--- config.mk ---
export PLATFORM = sky130hd
export DESIGN_NAME = sr_flag_arbiter
export DESIGN_NICKNAME = d
export VERILOG_FILES = /design/src/rtl/sr_flag_arbiter.sv
export SDC_FILE = /design/constraint.sdc
export NUM_CORES = 1
export LEC_CHECK = 0
export CORE_ASPECT_RATIO = 1.2
export CORE_MARGIN = 2
export CORE_UTILIZATION = 50
export DETAILED_ROUTE_END_ITERATION = 8
export GPL_TIMING_DRIVEN = 0
export PLACE_DENSITY = 0.9
export SETUP_SLACK_MARGIN = 0.3
export SLEW_MARGIN = 25
export SYNTH_ARGS = -nofsm -noshare
export SYNTH_HDL_FRONTEND = slang
export SYNTH_SLANG_ARGS = --single-unit
--- constraint.sdc ---
create_clock -name clk -period 3.3 [get_ports clk]
set_input_delay 0.33 -clock clk [delete_from_list [all_inputs] [get_ports clk]]
set_output_delay 0.33 -clock clk [all_outputs]
set_load 0.02 [all_outputs]
--- src/rtl/sr_flag_arbiter.sv ---
// Round-robin arbiter that lets NREQ requesters set/clear flags in a shared SR latch bank,
// driving exactly one latch at a time and reporting a readback mismatch or bad index via err.
module sr_flag_arbiter #(
  parameter int NREQ       = 4,
  parameter int NFLAG      = 8,
  parameter int IDXW       = 3,
  parameter int SETTLE_CYC = 1
) (
  input  logic                   clk,
  input  logic                   rst,
  input  logic [NREQ-1:0]        req,
  input  logic [NREQ-1:0]        op,
  input  logic [NREQ*IDXW-1:0]   idx,
  output logic [NREQ-1:0]        gnt,
  output logic                   err,
  output logic                   busy,
  output logic [NFLAG-1:0]       lat_S,
  output logic [NFLAG-1:0]       lat_R,
  output logic [NFLAG-1:0]       lat_en,
  input  logic [NFLAG-1:0]       lat_q
);
  localparam int PW = $clog2(NREQ);
  localparam int CW = $clog2(SETTLE_CYC + 1);

  typedef enum logic [1:0] {IDLE, DRIVE, CHECK} state_t;

  state_t           state;
  logic [PW-1:0]    rr_ptr, cap_w, win;
  logic             cap_op, win_vld, win_bad, cap_q;
  logic [IDXW-1:0]  cap_idx, win_idx;
  logic [CW-1:0]    cnt;
  logic [NFLAG-1:0] win_dec;

  function automatic logic [PW-1:0] nxt(input logic [PW-1:0] w);
    return (int'(w) == NREQ - 1) ? '0 : w + PW'(1);
  endfunction

  // Scan from the far end back toward rr_ptr so the closest requester wins.
  always_comb begin
    win     = '0;
    win_vld = 1'b0;
    for (int j = NREQ - 1; j >= 0; j--) begin
      if (req[(int'(rr_ptr) + j) % NREQ]) begin
        win     = PW'((int'(rr_ptr) + j) % NREQ);
        win_vld = 1'b1;
      end
    end
  end

  assign win_idx = idx[int'(win)*IDXW +: IDXW];
  assign win_bad = {1'b0, win_idx} >= (IDXW+1)'(NFLAG);

  always_comb begin
    win_dec = '0;
    cap_q   = 1'b0;
    for (int f = 0; f < NFLAG; f++) begin
      win_dec[f] = (win_idx == IDXW'(f));
      if (cap_idx == IDXW'(f)) cap_q = lat_q[f];
    end
  end

  always_ff @(posedge clk) begin
    if (rst) begin
      state   <= IDLE;
      gnt     <= '0;
      err     <= 1'b0;
      busy    <= 1'b0;
      lat_S   <= '0;
      lat_R   <= '0;
      lat_en  <= '0;
      rr_ptr  <= '0;
      cap_w   <= '0;
      cap_op  <= 1'b0;
      cap_idx <= '0;
      cnt     <= '0;
    end else begin
      gnt <= '0;
      err <= 1'b0;
      unique case (state)
        IDLE: begin
          if (win_vld) begin
            cap_w   <= win;
            cap_op  <= op[win];
            cap_idx <= win_idx;
            cnt     <= '0;
            busy    <= 1'b1;
            if (win_bad) begin
              // Nothing to drive: complete immediately with an error.
              state  <= CHECK;
              gnt    <= NREQ'(1) << win;
              err    <= 1'b1;
              rr_ptr <= nxt(win);
            end else begin
              state  <= DRIVE;
              lat_en <= win_dec;
              lat_S  <= op[win] ? win_dec : '0;
              lat_R  <= op[win] ? '0 : win_dec;
            end
          end
        end
        DRIVE: begin
          if (cnt == CW'(SETTLE_CYC - 1)) begin
            // Q has settled under the drive; sample it as the drive is released.
            state  <= CHECK;
            lat_en <= '0;
            lat_S  <= '0;
            lat_R  <= '0;
            gnt    <= NREQ'(1) << cap_w;
            err    <= (cap_q != cap_op);
            rr_ptr <= nxt(cap_w);
          end else begin
            cnt <= cnt + CW'(1);
          end
        end
        CHECK: begin
          state <= IDLE;
          busy  <= 1'b0;
        end
        default: state <= IDLE;
      endcase
    end
  end
endmodule

==> metrics.md, run 1 <==
| Metric | Value |
|---|---|
| Gr ovfl total | `0` |
| CTS tree | `built` |
| Die Span X | `around 60 µm` |
| Synth cell count leaders | `40 x dfxtp_1, 36 x nand2_1, 30 x a21oi_1` |
| Actual slew at the worst max-slew pin | `slightly below 0.8 ns` |
| Worst Skew | `0.00407 ns` |
| Via count | `1925` |
| Count leader, synth | `dfxtp_1` |
| I/O Buffers | `59` |
| Async S/R FF share, synth | `0%` |
| Final hold viol count | `0` |
| Period utilisation layout | `75.5%` |
| Period minus WS final | `around 2.5 ns` |
| GRT Overall Usage | `24.7%` |
| Setup TNS | `0 ns` |
| Crit end category | `flip-flop` |
| Share of post-route cells with drive strength above 1 | `9.25%` |
| Clock buffer depth | `2` |
| Worst path cell trace | `clkdlybuf4s50_1 > nand2b_1 > o211ai_2 > nand3_1 > a21oi_1 > nor2_1 > nor4_1 > a32o_1` |
| Antenna-violating nets left | `0` |
| Placed cells | `approximately 340` |
| Critical path launch point | `req[1]` |
| Area occupied by multi-input gates | `1070 µm²` |
| RR Startpoint | `rr_ptr[1]$_SDFFE_PP0P_` |
| Hold wc startpoint | `lat_en[6]$_SDFFE_PP0P_` |
| Total CTS buffers | `5` |
| First-pass GRT wire length | `between 8 and 9 mm` |
| #FFs+latches synth | `40` |
| Final #Nets | `322` |
| Row cnt | `24` |
| Finished Core Util | `around 73%` |
| Initial antenna violation count | `0` |
| Core area | `3630 µm²` |
| Post-DP HPWL | `3.65 mm` |
| Vias in the first global route | `1858` |
| Worst slew margin | `47.5%` |
| Clock Sinks | `40` |
| Worst Path Required | `3.54 ns` |
| Yosys cell types | `48` |
| WL per Instance | `14.3 µm` |
| Initial Util | `52.5%` |
| DIE AREA | `4330 µm²` |
| Reg-to-reg slack, setup | `about 0.95 ns` |
| Pins Over Slew Limit | `0` |
| Yosys top cell by area | `dfxtp_1` |
| DRC | `0` |
| Tot Pwr | `approximately 0.0012 W` |
| Post-cts resize count | `0` |
| Status | `finished, final reports clean` |
| DRT Wirelength | `4.92 mm` |
| Root Buffer | `clkbuf_8` |
| Peak VDD IR | `0.225 mV` |
| Worst-path clk slew | `0.08 ns` |
| DIE HEIGHT | `71.7 µm` |
| Post-synth EDFFs | `0` |
| Synth Flop Type | `dfxtp_1` |
| Fmax | `401 MHz` |
| Pwr Density | `roughly 450 nW/µm²` |
| Hold Crit Class | `reg2reg` |
| RD Place Congestion | `0.861` |
| Fillers | `between 200 and 300` |
| Post-Syn Instances | `225` |
| Post-Layout Cell Count | `344` |
| Share of the synthesized area in the top cell type | `42.0%` |
| Crit Path Class | `in2reg` |
| Mapped Area | `1910 µm²` |
| Syn_area_per_cell | `8.47 µm²` |
| N_diodes | `0` |
| Sequential share of the synthesized area | `42.0%` |
| Critical Path AT | `2.74 ns` |
| Vias per std cell | `5.60` |
| Detailed Route Iter0 Violations | `slightly below 90` |
| Hold buffers post-CTS | `0` |
| Pin count of the biggest net entering global routing | `14` |
| Worst setup SP type | `input port` |
| Register Area | `801 µm²` |
| Setup Buffers After CTS | `0` |
| CP Max Fanout | `9` |
| Setup ws final | `a little over 0.8 ns` |
| Depth of the CTS H-tree | `2` |
| Setup violators final | `0` |
| Area Growth Syn to Fin | `39.0%` |
| Syn_nets | `256` |
| Slowest cell delay on critical path | `approximately 0.50 ns` |
| Top cells by area, synth | `dfxtp_1 42%, a21oi_1 7.9%, nand2_1 7.1%` |
| P_leak | `0.925 nW` |
| RSZ-0062 raised after global routing | `false` |
| # IOs | `60` |
| Synth warn | `0` |
| Dpl ws | `0.501 ns` |
| Max Cap Violations | `0` |
| Drt pass-1 iters | `4` |
| Critical path's slowest cell | `clkdlybuf4s50_1` |
| Clk Latency, worst-skew pair | `roughly 0.30 ns` |
-- layout make-up --
class	count	area share (%)
sequential	40	30.2
timing repair buffer	59	22.3
multi-input combinational	175	40.3
inverter	2	0.283
clock buffer	5	2.60
tap	52	2.46
buffer	8	1.18
clock inverter	3	0.708
-- layout by cell type (no fill, tap or decap), types with 2 or more instances in the layout --
master           count
clkdlybuf4s50_1     59
dfxtp_1             40
nand2_1             36
a21oi_1             30
nand3_1             21
nor2_1              11
o21ai_0              7
clkbuf_1             7
nor3_1               6
nor2b_1              5
and3_1               5
clkbuf_8             5
nand2b_1             4
and2_1               3
or3_1                3
inv_1                2
o21ai_1              2
mux2i_1              2
a21oi_2              2
a211oi_2             2
nand3b_1             2
nor4b_1              2
a22oi_1              2
or4_1                2
nor4_1               2
mux4_2               2
or3b_1               2
clkinv_2             2
-- worst paths after layout --
| kind | endpoint | cells past startpoint |
|---|---|---|
| max | lat_R[7]$_SDFFE_PP0P_ | 8 |
| min | lat_en[6]$_SDFFE_PP0P_ | 2 |
| max reg2reg | lat_R[7]$_SDFFE_PP0P_ | 7 |
| min reg2reg | lat_en[6]$_SDFFE_PP0P_ | 2 |
-- layer usage --
layer / track usage (%) / share of wire (%) / vias up
li1: - / - / 940
met1: 28.9 / 39 / 888
met2: 40.8 / 51 / 84
met3: 5.42 / 6.8 / 13
met4: 13.8 / 2.8 / 0
met5: 0 / 0 / -
-- flip-flops by register name, indices dropped and copies added, names as in the netlist, 2 cells and up --
name	count
cap_idx	3
lat_en	8
gnt	4
lat_S	8
lat_R	8
state	2
rr_ptr	2
cap_w	2
-- cells by family after synthesis --
family | Yosys count | synth area share (%)
AOI/OAI and AO/OA | 55 | 19.0
and+or+nand+nor | 113 | 31.8
adders and majority gates | 1 | 0.656
buffers and inverters | 10 | 2.03
DFF | 40 | 42.0
xor gates and xnor gates | 1 | 0.459
muxes | 5 | 4.00
-- report_power, final --
group	switching (W)	internal [W]
Combinational	0.000182	0.000142
Sequential	0.0000234	0.000512
Clock	0.000177	0.000147
Total	0.000383	0.000801
-- through the flow --
stage	instance area [µm²]	hold slack [ns]
after floorplan	1910	0.444
after global placement	2560	0.442
after detailed placement	2560	0.447
after CTS	2650	0.462
after global routing	2650	0.484
final	2650	0.459
-- worst max-delay path: cells and delay by family --
kind / cells / cell delay, ns
compound gates: 3 / 0.96
simple gates: 4 / 0.94
buf+inv: 1 / 0.50
No activity file was read; power rests on OpenSTA's default activity.
==> inputs of run 2 (changes only) <==
- CORE_UTILIZATION: 50 -> 46
- PLACE_DENSITY: 0.9 -> 0.84
- clock period: 3.3 -> 2.3 ns (I/O delays scaled with it)
==> metrics.md, run 2 (synthesis results as in run 1) <==
| Metric | Value |
|---|---|
| Setup violators final | `0 (unchanged)` |
| P_leak | `1.02 nW (+9.8%)` |
| Final #Nets | `333 (+3.4%)` |
| Hold buffers post-CTS | `0 (unchanged)` |
| Final hold slack | `0.456 ns (-0.00316 ns)` |
| Placed cells | `338 (+0.60%)` |
| Status | `finished, final reports clean` |
| N_diodes | `0 (unchanged)` |
| Int Pwr | `0.00120 W (+50%)` |
| # IOs | `60 (unchanged)` |
| Post-Layout Cell Count | `356 (+3.5%)` |
| I/O Buffers | `59 (unchanged)` |
| Most frequent cells in the layout | `55 x clkdlybuf4s50_1, 37 x dfxtp_1, 35 x nand2_1, 25 x a21oi_1, 17 x nand3_1` |
| First-pass GRT wire length | `8.65 mm (+7.3%)` |
| Most used cell, CP | `or4_4` |
| Critical path's slowest cell | `or4_4` |
| Final hold viol count | `0 (unchanged)` |
| Biggest registers after layout | `lat_R (8), lat_S (8), lat_en (8)` |
| Period utilisation layout | `93.1%` |
| GRT Overall Usage | `23.6% (-1.2 points)` |
| Combinational share of power | `32.8% (+5.4 points)` |
| Reg2reg path depth | `6 (-1)` |
| Core area | `3970 µm² (+9.3%)` |
| Clock Sinks | `40 (unchanged)` |
| Via count | `1965 (+2.1%)` |
| Pin count of the biggest net entering global routing | `12 (-2)` |
| Hold path endpoint | `lat_S[6]$_SDFFE_PP0P_` |
| Commonest non-fill, non-tap cell in the layout | `clkdlybuf4s50_1` |
| Max Cap Violations | `0 (unchanged)` |
| DIE HEIGHT | `74.5 µm (+4.0%)` |
| Sequential share of power | `42.9% (-2.3 points)` |
| Worst setup SP type | `flip-flop` |
| Slowest cell delay on critical path | `0.54 ns (+0.04 ns)` |
| Crit end category | `flip-flop` |
| DRT Wirelength | `5.41 mm (+10%)` |
| Register Area | `810 µm² (+1.1%)` |
| Worst Path Required | `2.53 ns (-1.01 ns)` |
| Pins Over Slew Limit | `0 (unchanged)` |
| Post-DP HPWL | `3.69 mm (+1.3%)` |
| WL per Instance | `15.2 µm (+6.3%)` |
| Worst slew margin | `64.8% (+17 points)` |
| Worst Hold Depth | `2 (unchanged)` |
| Worst path cell trace | `or3_4 > or4_4 > a21oi_4 > nor2_2 > or4_4 > a21oi_2` |
| Pwr Density | `611 nW/µm² (+37%)` |
| Clk pwr share | `24.3% (-3.1 points)` |
| Die Span X | `62.8 µm (+4.0%)` |
| DIE AREA | `4680 µm² (+8.2%)` |
| Depth of the CTS H-tree | `2 (unchanged)` |
| Gr ovfl total | `0 (unchanged)` |
| Fillers | `291 (+4.7%)` |
| Crit Path Class | `reg2reg` |
| R2R Path End | `lat_S[3]$_SDFFE_PP0P_` |
| Worst-path clk slew | `0.07 ns (about the same)` |
| Reported net switching power | `0.000583 W (+52%)` |
| Final Cell Area | `2930 µm² (+10%)` |
| Antenna-violating nets left | `0 (unchanged)` |
| Clk Latency, worst-skew pair | `0.30 ns (about the same)` |
| Detailed Route Iter0 Violations | `84 (-4.5%)` |
| RD Place Congestion | `0.861 (about the same)` |
| CP Max Fanout | `5 (-4)` |
| Hold Crit Class | `reg2reg` |
| Root Buffer | `clkbuf_8` |
| Actual slew at the worst max-slew pin | `0.525 ns (-0.257 ns)` |
| DRC | `0 (unchanged)` |
| RSZ-0062 raised after global routing | `true` |
| Total CTS buffers | `5 (unchanged)` |
| RR Startpoint | `state[1]$_SDFFE_PP0P_` |
| Drt pass-1 iters | `4 (unchanged)` |
| Initial antenna violation count | `0 (unchanged)` |
| Row cnt | `25 (+4.2%)` |
| Sw frac | `32.6% (+0.28 points)` |
| Clock buffer depth | `2 (unchanged)` |
| Initial Util | `48.0% (-4.5 points)` |
| Hold wc startpoint | `lat_S[6]$_SDFFE_PP0P_` |
| Reg-to-reg slack, setup | `0.16 ns (-0.79 ns)` |
| CTS tree | `built` |
| Period minus WS final | `between 2 and 2.5 ns` |
| Critical Path AT | `2.38 ns (-0.36 ns)` |
| Fmax | `467 MHz` |
| Cell area after placement | `2580 µm² (+0.63%)` |
| Worst Skew | `0.00242 ns (-0.00164 ns)` |
| Vias in the first global route | `1905 (+2.5%)` |
| Vias per std cell | `5.52 (-1.4%)` |
| Area occupied by multi-input gates | `1270 µm² (+19%)` |
| Peak VDD IR | `0.311 mV (+38%)` |
| Share of post-route cells with drive strength above 1 | `22.8% (+14 points)` |
| Finished Core Util | `73.7% (+0.74 points)` |
| Area Growth Syn to Fin | `53.5%` |
## run 2: cell types whose count changed in the layout (fill, tap and decap cells not counted), sizes merged
| cell | delta |
|---|---|
| clkdlybuf4s15 | +1 |
| clkbuf | +2 |
| buf | +11 |
| clkinv | -2 |
| clkdlybuf4s50 | -4 |
| dlygate4sd2 | +2 |
## run 2: how the worst max path moves through the flow
| stage | from | endpoint | slack [ns] | cells past startpoint |
|---|---|---|---|---|
| after global routing | state[1]$_SDFFE_PP0P_ | lat_S[5]$_SDFFE_PP0P_ | 0.09 | 6 |
| after floorplan | rr_ptr[1]$_SDFFE_PP0P_ | lat_S[3]$_SDFFE_PP0P_ | 0.29 | 7 |
| final | state[1]$_SDFFE_PP0P_ | lat_S[3]$_SDFFE_PP0P_ | 0.16 | 6 |
| after global placement | req[1] | lat_S[3]$_SDFFE_PP0P_ | -0.33 | 8 |
| after CTS | state[1]$_SDFFE_PP0P_ | lat_S[6]$_SDFFE_PP0P_ | 0.13 | 6 |
| after detailed placement | req[1] | lat_S[3]$_SDFFE_PP0P_ | -0.35 | 8 |
## run 2: cell type report
type                    instances  share of cell area, %
clock buffers                   6                   2.48
flip-flops and latches         40                   27.7
well taps                      54                   2.31
inverters                       2                  0.257
repair buffers                 70                   22.7
multi-input cells             175                   43.3
clock inverters                 1                  0.171
plain buffers                   8                   1.11
## run 2: power groups by stage
stage          sequential (W)  combinational (W)  clock, W
6_report             0.000766           0.000587  0.000435
5_1_grt              0.000773           0.000627  0.000472
4_1_cts              0.000765           0.000536  0.000438
3_5_place_dp         0.000784           0.000461         0
3_3_place_gp         0.000781           0.000455         0
2_1_floorplan        0.000806           0.000269         0
## run 2: critical path: cells and delay by family, from the launching register on
kind,cells,cell delay [ns]
and+or+nand+nor,4,1.43
AOI/OAI and AO/OA,2,0.30
DFF,1,0.34
## run 2: layer usage
| metal | global-route usage (%) | vias up | part of all wire, % |
|---|---|---|---|
| li1 | - | 960 | - |
| met5 | 0 | - | 0 |
| met3 | 3.93 | 9 | 4.4 |
| met1 | 27.3 | 938 | 41 |
| met4 | 9.63 | 0 | 1.9 |
| met2 | 43.7 | 58 | 53 |
## run 2: stage by stage
| step | TNS [ns] | total power, W | setup slack [ns] |
|---|---|---|---|
| 3_3_place_gp | -4.32 | 0.00124 | -0.327 |
| 5_1_grt | 0 | 0.00187 | 0.0902 |
| 2_1_floorplan | 0 | 0.00107 | 0.286 |
| 3_5_place_dp | -5.16 | 0.00125 | -0.346 |
| 6_report | 0 | 0.00179 | 0.158 |
| 4_1_cts | 0 | 0.00174 | 0.133 |
## run 2: timing repair
item / CTS / global route
gates cloned: 0 / 0
setup endpoints to repair: 25 / 25
buffers inserted: 7 / 4
pin swaps: 13 / 7
resized for setup: 35 / 18
hold endpoints to repair: 0 / 0
==> inputs of run 3 (changes only) <==
- HOLD_SLACK_MARGIN: unset -> 0.03
- clock period: 2.3 -> 2.32 ns (I/O delays scaled with it)
==> metrics.md, run 3 (synthesis results as in run 1) <==
| Metric | Value |
|---|---|
| GRT Overall Usage | `22.6% (-0.98 points)` |
| Tot Pwr | `0.00181 W (+1.0%)` |
| Clk pwr share | `24.1% (-0.2 points)` |
| Clk Latency, worst-skew pair | `0.29 ns (about the same)` |
| Period utilisation layout | `96.0% (+2.8 points)` |
| Biggest registers after layout | `lat_R (8), lat_S (8), lat_en (8)` |
| Bufs and invs on worst path | `1 (+1)` |
| Final #Nets | `330 (-0.90%)` |
| Setup violators final | `0 (unchanged)` |
| Routing usage on met2 | `41.9% (-1.8 points)` |
| Area occupied by multi-input gates | `1310 µm² (+3.7%)` |
| Actual slew at the worst max-slew pin | `0.602 ns (+0.0778 ns)` |
| RD Place Congestion | `0.850 (-1.3%)` |
| Total CTS buffers | `5 (unchanged)` |
| Via count | `2010 (+2.3%)` |
| Worst path cell trace | `and2_4 > and2_4 > nor3_4 > buf_4 > and3_4 > o22ai_2 > or3_1 > a21oi_1` |
| Worst slew margin | `59.5% (-5.2 points)` |
| Sequential share of power | `42.1% (-0.8 points)` |
| DIE AREA | `4680 µm² (unchanged)` |
| Core area | `3970 µm² (unchanged)` |
| Most frequent cells in the layout | `55 x clkdlybuf4s50_1, 38 x dfxtp_1, 35 x nand2_1, 25 x a21oi_1, 17 x nand3_1` |
| Share of post-route cells with drive strength above 1 | `22.1% (-0.77 points)` |
| Setup TNS | `0 ns (unchanged)` |
| Row cnt | `25 (unchanged)` |
| Worst Path Required | `2.53 ns (about the same)` |
| Critical path's slowest cell | `nor3_4` |
| Final hold viol count | `0 (unchanged)` |
| Initial Util | `48.0% (unchanged)` |
| Pin count of the biggest net entering global routing | `12 (unchanged)` |
| Met1 usage | `25.8% (-1.5 points)` |
| Commonest non-fill, non-tap cell in the layout | `clkdlybuf4s50_1` |
| Vias in the first global route | `1847 (-3.0%)` |
| Clock buffer depth | `2 (unchanged)` |
| DRT Wirelength | `5.73 mm (+5.9%)` |
| CTS tree | `built` |
| Crit path max-delay family | `simple AND/OR/NAND/NOR gates` |
| Depth of the CTS H-tree | `2 (unchanged)` |
| Fillers | `281 (-3.4%)` |
| DIE HEIGHT | `74.5 µm (unchanged)` |
| Area Growth Syn to Fin | `54.9%` |
| Crit Path Class | `reg2reg` |
| Antenna-violating nets left | `0 (unchanged)` |
| Crit end category | `flip-flop` |
| Root Buffer | `clkbuf_8` |
| Setup ws final | `0.0939 ns (-0.0638 ns)` |
| Most used cell, CP | `and2_4` |
| Int Pwr | `0.00120 W (-0.22%)` |
| Pins Over Slew Limit | `0 (unchanged)` |
| GR Util met3 | `3.78% (-0.15 points)` |
| First-pass GRT wire length | `8.34 mm (-3.7%)` |
| Reported net switching power | `0.000604 W (+3.6%)` |
| Register Area | `806 µm² (-0.46%)` |
| Worst-path clk slew | `0.07 ns (about the same)` |
| Peak VDD IR | `0.290 mV (-7.0%)` |
| Vias per std cell | `5.69 (+3.2%)` |
| Die Span X | `62.8 µm (unchanged)` |
| Hold Crit Class | `reg2reg` |
| Slowest cell delay on critical path | `0.42 ns (-0.12 ns)` |
| Post-DP HPWL | `3.66 mm (-0.94%)` |
| RSZ-0062 raised after global routing | `true` |
| I/O Buffers | `59 (unchanged)` |
| Worst Skew | `0.00411 ns (+0.00169 ns)` |
| Status | `finished, final reports clean` |
| CP Max Fanout | `6 (+1)` |
| # IOs | `60 (unchanged)` |
| Fmax | `449 MHz (-3.8%)` |
| DRC | `0 (unchanged)` |
| Sw frac | `33.5% (+0.84 points)` |
| Detailed Route Iter0 Violations | `57 (-32%)` |
| Grt peak-use layer | `met2` |
| Worst setup SP type | `flip-flop` |
| Period minus WS final | `2.23 ns (+0.0838 ns)` |
| Critical Path AT | `2.44 ns (+0.06 ns)` |
| Initial antenna violation count | `0 (unchanged)` |
| Drt pass-1 iters | `4 (unchanged)` |
| N_diodes | `0 (unchanged)` |
| Combinational share of power | `33.8% (+1.0 points)` |
| Clock Sinks | `40 (unchanged)` |
| Max Cap Violations | `0 (unchanged)` |
| Dpl ws | `-0.321 ns (+0.0250 ns)` |
| P_leak | `1.01 nW (-0.26%)` |
| Pwr Density | `611 nW/µm² (+0.10%)` |
| Gr ovfl total | `0 (unchanged)` |
| WL per Instance | `16.2 µm (+6.9%)` |
run 3: tightest hold or removal path: cells and delay by family, from the launching register on:
family / cells / cell delay (ns)
AOI/OAI and AO/OA: 1 / 0.05
and+or+nand+nor: 1 / 0.05
DFF: 1 / 0.31
run 3: layout make-up:
type	count	area share (%)
plain buffers	8	1.14
clock buffers	6	2.46
clock inverters	1	0.169
inverters	2	0.254
multi-input cells	175	44.4
flip-flops and latches	40	27.3
well taps	54	2.29
repair buffers	67	22.0
run 3: what timing repair did:
| item | in CTS | in global routing |
|---|---|---|
| hold endpoints to repair | 0 | 0 |
| setup buffers | 6 | 2 |
| gates resized for setup | 27 | 34 |
| pin swaps | 8 | 15 |
| hold buffers | 0 | 0 |
| setup endpoints to repair | 25 | 25 |
run 3: per-layer routing:
metal  part of all wire (%)  wire, µm
met1                     39      2240
met2                     53      3040
met3                    4.8       277
met4                    3.0       174
met5                      0         0
run 3: power groups by stage:
stage	Clock (W)	Sequential (W)	Combinational (W)
2_1_floorplan	0	0.000799	0.000267
3_3_place_gp	0	0.000774	0.000451
3_5_place_dp	0	0.000776	0.000459
4_1_cts	0.000438	0.000760	0.000523
5_1_grt	0.000471	0.000767	0.000644
6_report	0.000435	0.000761	0.000610
run 3: per-stage QoR:
step	hold WS, ns	cells	util, %	instance area, µm²
2_1_floorplan	0.444	225	-	1920
3_3_place_gp	0.442	338	64.9	2580
3_5_place_dp	0.450	338	64.9	2580
4_1_cts	0.460	351	70.7	2810
5_1_grt	0.471	353	74.4	2950
6_report	0.457	353	74.4	2950
run 3: final timing paths:
path                                from                      to  slack [ns]  cells after the start
setup / recovery  rr_ptr[1]$_SDFFE_PP0P_   lat_S[0]$_SDFFE_PP0P_        0.09                      8
hold / removal    lat_en[1]$_SDFFE_PP0P_  lat_en[1]$_SDFFE_PP0P_        0.46                      2
setup reg to reg  rr_ptr[1]$_SDFFE_PP0P_   lat_S[0]$_SDFFE_PP0P_        0.09                      8
hold reg to reg   lat_en[1]$_SDFFE_PP0P_  lat_en[1]$_SDFFE_PP0P_        0.46                      2
